--- src/rtl/mem_arbiter_pkg.sv ---
// Shared core memory definitions: memory op encoding, byte-lane width and the
// arbiter state encoding used by mem_arbiter.
package mem_arbiter_pkg;

   typedef enum logic {
      CORE_MEM_OP_LOAD  = 1'b0,
      CORE_MEM_OP_STORE = 1'b1
   } core_mem_op_e;

   localparam int MEM_BYTE_EN_W = 4;

   typedef enum logic [1:0] {
      ST_IDLE   = 2'd0,
      ST_WAIT_I = 2'd1,
      ST_WAIT_D = 2'd2
   } arb_state_e;

endpackage

--- src/rtl/mem_arbiter.sv ---
// Two-port (fetch/load-store) arbiter onto a single memory port with one
// outstanding read, dbus priority and a bounded dbus streak to avoid ibus starvation.
module mem_arbiter
   import mem_arbiter_pkg::*;
#(
   parameter int MAX_D_STREAK = 4
) (
   input  logic                     clk,
   input  logic                     rst,
   input  logic                     ibus_req,
   input  logic [31:0]              ibus_addr,
   output logic                     ibus_ready,
   output logic                     ibus_rvalid,
   output logic [31:0]              ibus_rdata,
   input  logic                     dbus_req,
   input  logic                     dbus_wen,
   input  logic [31:0]              dbus_addr,
   input  logic [31:0]              dbus_wdata,
   input  logic [MEM_BYTE_EN_W-1:0] dbus_byte_en,
   output logic                     dbus_ready,
   output logic                     dbus_rvalid,
   output logic [31:0]              dbus_rdata,
   output logic                     mem_req,
   output logic                     mem_wen,
   output logic [31:0]              mem_addr,
   output logic [31:0]              mem_wdata,
   output logic [MEM_BYTE_EN_W-1:0] mem_byte_en,
   input  logic                     mem_ready,
   input  logic                     mem_rvalid,
   input  logic [31:0]              mem_rdata
);

   localparam int SW = $clog2(MAX_D_STREAK + 1);
   localparam logic [SW-1:0] STREAK_MAX = SW'(MAX_D_STREAK);

   arb_state_e    state_q, state_d;
   logic [SW-1:0] d_streak_q, d_streak_d;
   logic          lock_q, lock_d;
   logic          lock_dsel_q, lock_dsel_d;
   logic          win_dbus;
   logic          idle;
   logic          accept;

   always_comb begin
      // A stalled request keeps its grant even if the other port raises req.
      win_dbus = dbus_req && !(ibus_req && (d_streak_q == STREAK_MAX));
      if (lock_q) begin
         win_dbus = lock_dsel_q;
      end

      idle        = (state_q == ST_IDLE) && !rst;
      mem_req     = idle && (ibus_req || dbus_req);
      mem_wen     = win_dbus ? dbus_wen     : CORE_MEM_OP_LOAD;
      mem_addr    = win_dbus ? dbus_addr    : ibus_addr;
      mem_wdata   = win_dbus ? dbus_wdata   : '0;
      mem_byte_en = win_dbus ? dbus_byte_en : '1;

      ibus_ready  = mem_req && !win_dbus && mem_ready;
      dbus_ready  = mem_req &&  win_dbus && mem_ready;
      accept      = mem_req && mem_ready;

      ibus_rvalid = !rst && (state_q == ST_WAIT_I) && mem_rvalid;
      dbus_rvalid = !rst && (state_q == ST_WAIT_D) && mem_rvalid;
      ibus_rdata  = mem_rdata;
      dbus_rdata  = mem_rdata;
   end

   always_comb begin
      state_d     = state_q;
      lock_d      = mem_req && !mem_ready;
      lock_dsel_d = win_dbus;
      d_streak_d  = d_streak_q;

      case (state_q)
         ST_IDLE: begin
            // Stores retire at acceptance; only reads wait for a response.
            if (accept && !mem_wen) begin
               state_d = win_dbus ? ST_WAIT_D : ST_WAIT_I;
            end
         end
         ST_WAIT_I, ST_WAIT_D: begin
            if (mem_rvalid) begin
               state_d = ST_IDLE;
            end
         end
         default: state_d = ST_IDLE;
      endcase

      if (!ibus_req || ibus_ready) begin
         d_streak_d = '0;
      end else if (dbus_ready && (d_streak_q != STREAK_MAX)) begin
         d_streak_d = d_streak_q + SW'(1);
      end
   end

   always_ff @(posedge clk) begin
      if (rst) begin
         state_q    <= ST_IDLE;
         d_streak_q <= '0;
         lock_q     <= 1'b0;
      end else begin
         state_q    <= state_d;
         d_streak_q <= d_streak_d;
         lock_q     <= lock_d;
      end
      lock_dsel_q <= lock_dsel_d;
   end

endmodule
--- config.mk ---
export PLATFORM = sky130hd
export DESIGN_NAME = mem_arbiter
export DESIGN_NICKNAME = d
export VERILOG_FILES = /design/src/rtl/mem_arbiter_pkg.sv /design/src/rtl/mem_arbiter.sv
export SDC_FILE = /design/constraint.sdc
export NUM_CORES = 1
export LEC_CHECK = 0
export CORE_AREA = 2 2 107 109
export DETAILED_ROUTE_END_ITERATION = 8
export DIE_AREA = 0 0 109 111
export HOLD_SLACK_MARGIN = 0.03
export SLEW_MARGIN = 10
export SYNTH_ARGS = -nofsm -noshare
export SYNTH_HDL_FRONTEND = slang
export SYNTH_SLANG_ARGS = --single-unit
--- constraint.sdc ---
create_clock -name clk -period 5 [get_ports clk]
set_input_delay 1 -clock clk [delete_from_list [all_inputs] [get_ports clk]]
set_output_delay 1 -clock clk [all_outputs]
set_load 0.05 [all_outputs]
* Word-level counts from Yosys, hierarchy flattened
Index checks and enable logic that the tools add are counted.
Cells by class: div/mod/pow operators 0, equality and inequality tests 6, multiply operators 0, shift-type cells 0, bitwise gates (word level) 0, reductions and logical operators 28, order comparisons 0, muxes and demuxes 9, add/sub/neg operators 1
Operators by type and width (count):
- $mux 32 | 2
- $logic_and 1x1->1 | 16
- $logic_not 1->1 | 6
- $mux 2 | 3
- $mux 4 | 1
- $pmux 2 s2 | 1
- $reduce_or 2->1 | 2
- $add 3x1->3 const B | 1
- $eq 3x3->1 const B | 1
- $ne 3x3->1 const B | 1
- $eq 2x1->1 const B | 1
- $eq 2x2->1 const B | 1
- $logic_not 2->1 | 1
- $logic_or 1x1->1 | 2
- $mux 1 | 2
- $ne 2x1->1 const B | 1
- $ne 2x2->1 const B | 1
- $reduce_and 2->1 | 1
Word-level totals: input port bits 139, memories 0, memory bits (writable) 0, register bits 7, output and inout port bits 138, memory bits (read-only) 0, latch bits 0

* Logic depth before layout (Yosys ltp)
Gate-level depths: netlist of the first run.
depth in word-level cells 10, gate-level depth with buffers 8, depth with buffers taken out 7

* Worst setup path before layout of the first run
OpenSTA, ideal clock, no wires.
kind input -> output, start point in ibus_req, end point out ibus_ready, cell stages on the path 5, path buffers 1, path slack 1750 ps, arrival time 2250 ps, cell sequence nand3_1 > a22oi_4 > inv_2 > clkbuf_1 > nor2_1
Between the ends: cells in the longest elaborated chain, start to end 7
Ends and longest elaborated chain:
- start, declared | line mem_arbiter.sv:10 | input logic ibus_req,
- $logic_and 1x1->1 | line mem_arbiter.sv:46 | win_dbus = dbus_req && !(ibus_req && (d_streak_q == STREAK_MAX));
- $logic_not 1->1 | line mem_arbiter.sv:46
- $logic_and 1x1->1 | line mem_arbiter.sv:46
- $mux 1 | line mem_arbiter.sv:47 | if (lock_q) begin
- via lock_dsel_d | line mem_arbiter.sv:39 | logic lock_dsel_q, lock_dsel_d;
- $logic_not 1->1 | line mem_arbiter.sv:58 | ibus_ready = mem_req && !win_dbus && mem_ready;
- $logic_and 1x1->1 (2 in series) | line mem_arbiter.sv:58
- end, declared | line mem_arbiter.sv:12 | output logic ibus_ready,
The timed path passes the listed nets, and every way through them passes these cells.

* Worst setup path after layout of the first run
start point in ibus_req, end point out mem_addr[7]
Between the ends: cells in the longest elaborated chain, start to end 5
Ends and longest elaborated chain:
- $logic_and 1x1->1 | line mem_arbiter.sv:46
- $logic_not 1->1 | line mem_arbiter.sv:46
- $logic_and 1x1->1 | line mem_arbiter.sv:46
- $mux 1 | line mem_arbiter.sv:47
- $mux 32 | line mem_arbiter.sv:54 | mem_addr = win_dbus ? dbus_addr : ibus_addr;
- end, declared | line mem_arbiter.sv:25 | output logic [31:0] mem_addr,
No other way between the ends.

==> results.ini, run 1 <==
[floorplan]
core_area_mm2 = 0.0111
initial_utilization_pct = 13.9
ios = 277
fp-row-count = 39
die_h_um = 111
die_w_um = 109
fp.dieArea_mm2 = 0.0121

[route]
vias_per_cell = 3.81
wl_per_cell_um = 14.9
vias = 1691
dr.pass1.iters = 4
drtIter0Drc = 23
drc = 0
routed_wl_um = 6610
ant_nets = 0

[setup_path]
r2r-end = state_q[1]
cp-endpoint = mem_addr[7]
startpoint = ibus_req
slowest_delay_ps = 720
cp_slowest_cell = clkdlybuf4s50_1
critPathTopFamily = buffers and inverters
critical_path_arrival_ps = 3230
path_buf_inv = 3
crit_path_frequent_cell = clkdlybuf4s50_1
cp_cell_sequence = clkdlybuf4s50_1 -> nand3_1 -> a22oi_4 -> buf_12 -> mux2_2 -> clkdlybuf4s50_1
critPathCaptureType = output port
cp-start-kind = input port
ff2ff_path_depth = 8
required_ps = 4000
crit_type = input port to output port
worst-r2r-setup-slack_ps = 2860
path_max_fanout = 35
r2r_start = d_streak_q[0]
crit_cells = 6

[cells_and_area]
final_nets = 446
areaGrowthSynthToFinish_pct = 100
final_layout_size_suffix_gt1_share_pct = 26.2
fin_cells = 444
diodes = 0

[grt]
gr-total-overflow = 0
grt.total_usage_pct = 10.3
grt_max_degree = 42
grt_pass1_vias = 1771
antenna_found_initial = 0
grt_pass1_wl_um = 9420

[synth]
ys_types = 30
synth_enable_flop_cells = 0
synth_nets = 330
netlist_instances = 186
postSynthAreaPerCell_um2 = 8.26
yosys_warnings = 0
ys_seq_area_share_pct = 9.12
ys_dominant_reg_cell = dfxtp_1
async_flop_share_pct = 0
syn_area_mm2 = 0.00154
ys_ff_latch = 7

[sta]
period_share_pct = 84.5
slew-limit-headroom_pct = 63.5
timing.fmax_mhz = 237
worstMarginPinSlew_ps = 546
hold_viol = 0
min_period_ps = 4230
finalSetupViolCount = 0
rsz0062_at_grt = no
worst_slack_ps = 774
setup_tns_ps = 0
drv_slew = 0
fin_hold_ws_ps = 508
fin_worst_skew_ps = 2.19

[place]
dp_hpwl_um = 5830
dp_slack_ps = 752
numPortBuffers = 180
globalplace.congestion = 0.691
dp.cells = 440

[cts]
cts_max_level = 1
cts_sinks = 7
clock_path_buffers = 2
ctsHoldBuffers = 0
cts_buffers = 3
postCtsSetupBuffers = 0
cts_tree = yes
cts_root_buf = clkbuf_16
cts.repair.resized = 0
clock_latency_ps = 230
cts.clk_slew.worst_paths_ps = 30

[power]
ir_drop_v = 0.000140
powerDensity_mw_per_mm2 = 208
power.leakage_nw = 1.24

[run_status]
status = complete, no violations

[flow_run]
cap_viol_max_count = 0

[hold_path]
hold_class = register to register

==> metal layers <==
metal | track usage (%) | vias up | routed length [um] | share of wire [%]
li1 | - | 782 | - | -
met1 | 11.4 | 748 | 2440 | 37
met2 | 17.0 | 117 | 3040 | 46
met3 | 3.35 | 44 | 808 | 12
met4 | 5.81 | 0 | 320 | 4.8
met5 | 0 | - | 0 | 0
==> cells in the mapped netlist (all sizes together), types with 2 or more instances <==
cell type / n / share of area [%]
and2: 33 / 13
and3: 4 / 1.6
buf: 68 / 33
clkbuf: 3 / 0.73
dfxtp: 7 / 9.1
ha: 5 / 4.1
inv: 6 / 1.5
mux2: 33 / 24
nand2b: 4 / 1.6
nor2: 2 / 0.49
nor2b: 3 / 1.2
o31ai: 2 / 0.98
==> stage by stage <==
stage	total power [mW]	utilization, %	cell area (um^2)
after global placement	0.508	27.1	3000
final	0.640	27.8	3080
after CTS	0.647	27.8	3080
after global routing	0.669	27.8	3080
after floorplan	0.450	-	1540
after detailed placement	0.509	27.1	3000
==> cell usage in the layout, fill, tap and decap left out <==
| master | Yosys | final |
|---|---|---|
| a2111oi_1 | 1 | 1 |
| nand2_1 | 1 | 1 |
| nand3_1 | 1 | 1 |
| ha_1 | 5 | 5 |
| o2111ai_1 | 1 | 1 |
| dfxtp_1 | 7 | 7 |
| and3_1 | 4 | 4 |
| inv_2 | 1 | 1 |
| or3_1 | 1 | 1 |
| clkbuf_16 | 0 | 3 |
| a22oi_4 | 1 | 1 |
| inv_1 | 5 | 5 |
| a22o_1 | 1 | 1 |
| nand3b_1 | 1 | 1 |
| a21oi_1 | 1 | 1 |
| o31ai_1 | 2 | 2 |
| o2111a_1 | 1 | 1 |
| nand2b_1 | 4 | 4 |
| buf_12 | 0 | 6 |
| clkbuf_1 | 3 | 1 |
| nor2_1 | 2 | 2 |
| buf_4 | 64 | 35 |
| o211a_1 | 1 | 1 |
| and2_1 | 33 | 33 |
| a31oi_1 | 1 | 1 |
| mux2_2 | 33 | 33 |
| clkdlybuf4s50_1 | 0 | 141 |
| nor2b_1 | 3 | 3 |
| nand4_1 | 1 | 1 |
| o21ai_0 | 1 | 1 |
| a21o_1 | 1 | 1 |
| o21a_1 | 1 | 1 |
==> worst min path at each step <==
stage                     cells after the start  slack, ps     startpoint       endpoint
after floorplan                               1        470  d_streak_q[1]  d_streak_q[1]
after global placement                        1        490  d_streak_q[1]  d_streak_q[1]
after detailed placement                      1        500  d_streak_q[1]  d_streak_q[1]
after CTS                                     1        510  d_streak_q[1]  d_streak_q[1]
after global routing                          1        540  d_streak_q[1]  d_streak_q[1]
final                                         1        510  d_streak_q[1]  d_streak_q[1]
==> report_power, final <==
part / leakage (nW) / switching, mW / internal, mW
sequential: 0.0572 / 0.00232 / 0.0586
clock: 0.0382 / 0.0297 / 0.106
combinational: 1.14 / 0.251 / 0.193
==> registers in the layout, summed over array words and instances (netlist names) <==
signal / flops
lock_dsel_q: 1
lock_q: 1
state_q: 2
d_streak_q: 3
==> kinds of logic (layout without fill, tap and decap cells) <==
| family | Yosys count | count (layout) | synth area share, % |
|---|---|---|---|
| and+or+nand+nor | 51 | 51 | 20.3 |
| buffers and inverters | 77 | 192 | 34.8 |
| adders and majority gates | 5 | 5 | 4.07 |
| AOI/OAI and AO/OA | 13 | 13 | 7.57 |
| DFF | 7 | 7 | 9.12 |
| muxes | 33 | 33 | 24.2 |
==> layout make-up <==
type	count	area, um^2
clock buffer	4	78.8
fill	1195	8000
inverter	6	22.5
multi-input combinational	102	862
sequential	7	140
tap	143	179
timing repair buffer	182	1790
(Power assumes the default switching activity.)
==> inputs of run 2 (changes only) <==
- CORE_AREA: 2 2 107 109 -> 2 2 109 111
- DIE_AREA: 0 0 109 111 -> 0 0 111 113
- clock period: 5 -> 4 ns (I/O delays scaled with it)
==> results.ini, run 2 (synthesis results as in run 1) <==
[floorplan]
fp.dieArea_mm2 = 0.0125
ios = 277
initial_utilization_pct = 13.6
die_h_um = 113
die_w_um = 111
core_area_mm2 = 0.0113
fp-row-count = 39

[cts]
cts_buffers = 3
ctsHoldBuffers = 0
cts_root_buf = clkbuf_16
cts_max_level = 1
cts_tree = yes
cts_sinks = 7
cts.repair.resized = 0
clock_latency_ps = 230
postCtsSetupBuffers = 0
cts.clk_slew.worst_paths_ps = 30
clock_path_buffers = 2

[cells_and_area]
reg.largest.list = d_streak_q x3, state_q x2
mostFrequentLayoutCells = 109 x clkdlybuf4s50_1, 68 x buf_4, 33 x and2_1, 33 x mux2_2, 7 x dfxtp_1
fillerInstances = 1203
final_layout_size_suffix_gt1_share_pct = 36.9
regMostFlops = d_streak_q
areaGrowthSynthToFinish_pct = 94.2
final_common_cell = clkdlybuf4s50_1
final_nets = 446
largest_reg_flops = 3
diodes = 0

[route]
vias = 1669
dr.pass1.iters = 4
routed_wl_um = 6610
ant_nets = 0
vias_per_cell = 3.76
drc = 0
wl_per_cell_um = 14.9
drtIter0Drc = 30

[setup_path]
path_max_fanout = 23
r2r-end = state_q[1]
critical_path_arrival_ps = 2660
critPathCaptureType = output port
worst-r2r-setup-slack_ps = 2080
required_ps = 3200
crit_type = input port to output port
cp-start-kind = input port
r2r_start = d_streak_q[0]
ff2ff_path_depth = 7

[grt]
grt_pass1_wl_um = 9730
gr-total-overflow = 0
grt.total_usage_pct = 9.79
grt_max_degree = 42
antenna_found_initial = 0
grt_pass1_vias = 1769

[sta]
timing.fmax_mhz = 289
worstMarginPinSlew_ps = 649
drv_slew = 0
finalSetupViolCount = 0
setup_tns_ps = 0
hold_viol = 0
period_share_pct = 86.6
fin_worst_skew_ps = 1.63
slew-limit-headroom_pct = 56.7
rsz0062_at_grt = no
min_period_ps = 3460
fin_hold_ws_ps = 509

[hold_path]
min_to = d_streak_q[1]
hold_depth = 1
hold_class = register to register
hp-start = d_streak_q[1]

[power]
pwr-share-seq_pct = 9.7
ir_drop_v = 0.0000968
power_frac_clock_pct = 21.7
intPower_mw = 0.434
powerDensity_mw_per_mm2 = 263
fin_total_pwr_mw = 0.784
power.share.combinational_pct = 68.6
p_sw_mw = 0.350
power.leakage_nw = 1.26
swShare_pct = 44.7

[run_status]
status = complete, no violations

[flow_run]
cap_viol_max_count = 0

[place]
numPortBuffers = 180
dp_hpwl_um = 5790
globalplace.congestion = 0.778

run 2: cell types whose count changed in the layout (fill, tap and decap cells not counted):
cell,before,now
buf_4,35,68
buf_12,6,5
clkdlybuf4s50_1,141,109
run 2: power groups by stage:
stage          clock network, mW  registers (mW)  logic [mW]
2_1_floorplan                  0          0.0765       0.485
3_3_place_gp                   0          0.0768       0.538
3_5_place_dp                   0          0.0771       0.541
4_1_cts                    0.174          0.0761       0.543
5_1_grt                    0.177          0.0765       0.562
6_report                   0.171          0.0761       0.538
run 2: final cells by class:
cell class / count / area, um^2 / area share [%]
multi-input combinational: 102 / 862 / 28.9
tap: 143 / 179 / 6.00
sequential: 7 / 140 / 4.70
inverter: 6 / 22.5 / 0.755
clock buffer: 4 / 78.8 / 2.64
timing repair buffer: 182 / 1700 / 57.0
run 2: per-stage QoR:
stage	utilization (%)	instance area [um^2]	setup WS (ps)	std cells
finish	26.5	2980	536	444
global route	26.5	2980	413	444
CTS	26.5	2980	528	444
detailed placement	25.8	2910	535	440
global placement	25.8	2910	574	440
floorplan	-	1540	1150	186
run 2: worst max-delay path by stage:
stage / cells past startpoint / slack [ps] / start / to
final: 6 / 540 / ibus_req / mem_addr[10]
after global routing: 6 / 410 / ibus_req / mem_addr[14]
after CTS: 6 / 530 / ibus_req / mem_addr[10]
after detailed placement: 6 / 530 / ibus_req / mem_addr[10]
after global placement: 6 / 570 / ibus_req / mem_addr[11]
after floorplan: 5 / 1150 / ibus_req / ibus_ready
run 2: worst max-delay path, stage by stage:
cell and delay [ps]:
clkdlybuf4s50_1 560, nand3_1 140, a22oi_4 230, buf_4 330, mux2_2 390, buf_4 190
run 2: layer usage:
| metal | up-vias | track usage (%) | share of wire (%) | routed length (um) |
|---|---|---|---|---|
| li1 | 782 | - | - | - |
| met2 | 127 | 18.4 | 53 | 3530 |
| met5 | - | 0 | 0 | 0 |
| met4 | 0 | 4.00 | 2.8 | 187 |
| met3 | 20 | 2.68 | 9.4 | 622 |
| met1 | 740 | 10.3 | 34 | 2270 |
==> inputs of run 3 (changes only) <==
- CORE_AREA: 2 2 109 111 -> 2 2 106 108
- DIE_AREA: 0 0 111 113 -> 0 0 108 110
- DONT_BUFFER_PORTS: default -> 1
==> results.ini, run 3 (synthesis results as in run 1) <==
[sta]
worstMarginPinSlew_ps = 610
rsz0062_at_grt = no
slew-limit-headroom_pct = 59.3
drv_slew = 0
timing.fmax_mhz = 331
fin_worst_skew_ps = 1.63
finalSetupViolCount = 0
hold_viol = 0
min_period_ps = 3030
setup_tns_ps = 0
period_share_pct = 75.6

[route]
wl_per_cell_um = 15.0
vias_per_cell = 3.70
ant_nets = 0
drtIter0Drc = 35
routed_wl_um = 3980
dr.pass1.iters = 2
vias = 981
drc = 0

[setup_path]
startpoint = d_streak_q[0]
path_max_fanout = 23
critical_path_arrival_ps = 2230
critPathCaptureType = output port
slowest_delay_ps = 510
path_buf_inv = 2
cp_cell_sequence = inv_1 -> ha_1 -> nand3_1 -> a22oi_4 -> buf_4 -> mux2_2
cp-start-kind = register
crit_type = register to output port
cp_slowest_cell = mux2_2
required_ps = 3200
critPathTopFamily = multiplexers
r2r_start = d_streak_q[0]

[power]
fin_total_pwr_mw = 0.502
power.leakage_nw = 0.459
ir_drop_v = 0.000143
powerDensity_mw_per_mm2 = 391

[cells_and_area]
reg.largest.list = d_streak_q x3, state_q x2
largest_reg_flops = 3
regMostFlops = d_streak_q
mostFrequentLayoutCells = 33 x and2_1, 33 x mux2_2, 7 x dfxtp_1
final_nets = 269
fillerInstances = 1241
fin_util_pct = 12.0
final_layout_size_suffix_gt1_share_pct = 34.7
areaGrowthSynthToFinish_pct = -16.4
final_area_mm2 = 0.00128
fin_cells = 265

[cts]
clock_latency_ps = 220
ctsHoldBuffers = 0
cts_buffers = 3
cts_root_buf = clkbuf_8
postCtsSetupBuffers = 0
cts_max_level = 1
clock_path_buffers = 2
cts_sinks = 7
cts.repair.resized = 0
cts_tree = yes
cts.clk_slew.worst_paths_ps = 40

[place]
dp_hpwl_um = 3550
dp.cells = 260
numPortBuffers = 0
place_area_mm2 = 0.00124
globalplace.congestion = 0.799

[flow_run]
cap_viol_max_count = 0

[grt]
gr-usage-met1_pct = 5.40
use_met3_pct = 0.999
grt_max_degree = 42
grt_pass1_wl_um = 4770
grt_pass1_vias = 986
gr-usage-met2_pct = 9.75
top_usage_layer = met2
gr-total-overflow = 0
antenna_found_initial = 1
grt.total_usage_pct = 5.32

[floorplan]
fp-row-count = 38
die_w_um = 108
ios = 277
fp.dieArea_mm2 = 0.0119
die_h_um = 110
core_area_mm2 = 0.0107
initial_utilization_pct = 14.4

[run_status]
status = complete, no violations

[hold_path]
hp-start = d_streak_q[1]
hold_class = register to register

[run 3: cell count changes in the layout (fill, tap and decap cells not counted), sizes merged]
cell and change:
clkdlybuf4s50 -109, buf -68, diode +1
[run 3: layout make-up]
cell class | instances | area [um^2] | share of cell area [%]
Antenna cell | 1 | 2.50 | 0.195
Clock buffer | 4 | 45.0 | 3.51
Inverter | 6 | 22.5 | 1.75
Multi-Input combinational cell | 102 | 862 | 67.1
Sequential cell | 7 | 140 | 10.9
Tap cell | 140 | 175 | 13.6
Timing Repair Buffer | 5 | 37.5 | 2.92
[run 3: worst paths after layout]
check                                      to  slack [ps]  cells after the start
worst max register to register     state_q[1]        1820                      7
worst min-delay path            d_streak_q[1]         510                      1
worst min register to register  d_streak_q[1]         510                      1
worst max-delay path             mem_addr[17]         970                      6
[run 3: stage by stage]
step           hold WS (ps)  worst slack (ps)
6_report                508               975
5_1_grt                 541               777
4_1_cts                 518               960
3_5_place_dp            506              1020
3_3_place_gp            486              1070
2_1_floorplan           468              1150
[run 3: metal layers]
| layer | share of wire, % | vias to the layer above | routed length, um |
|---|---|---|---|
| met5 | 0 | - | 0 |
| met4 | 4.0 | 0 | 161 |
| met3 | 11 | 22 | 426 |
| met2 | 53 | 112 | 2120 |
| met1 | 32 | 416 | 1270 |
| li1 | - | 431 | - |
[run 3: power by group]
part	total [mW]	internal, mW	switching [mW]
combinational	0.329	0.0592	0.270
clock	0.0970	0.0687	0.0282
sequential	0.0759	0.0732	0.00275
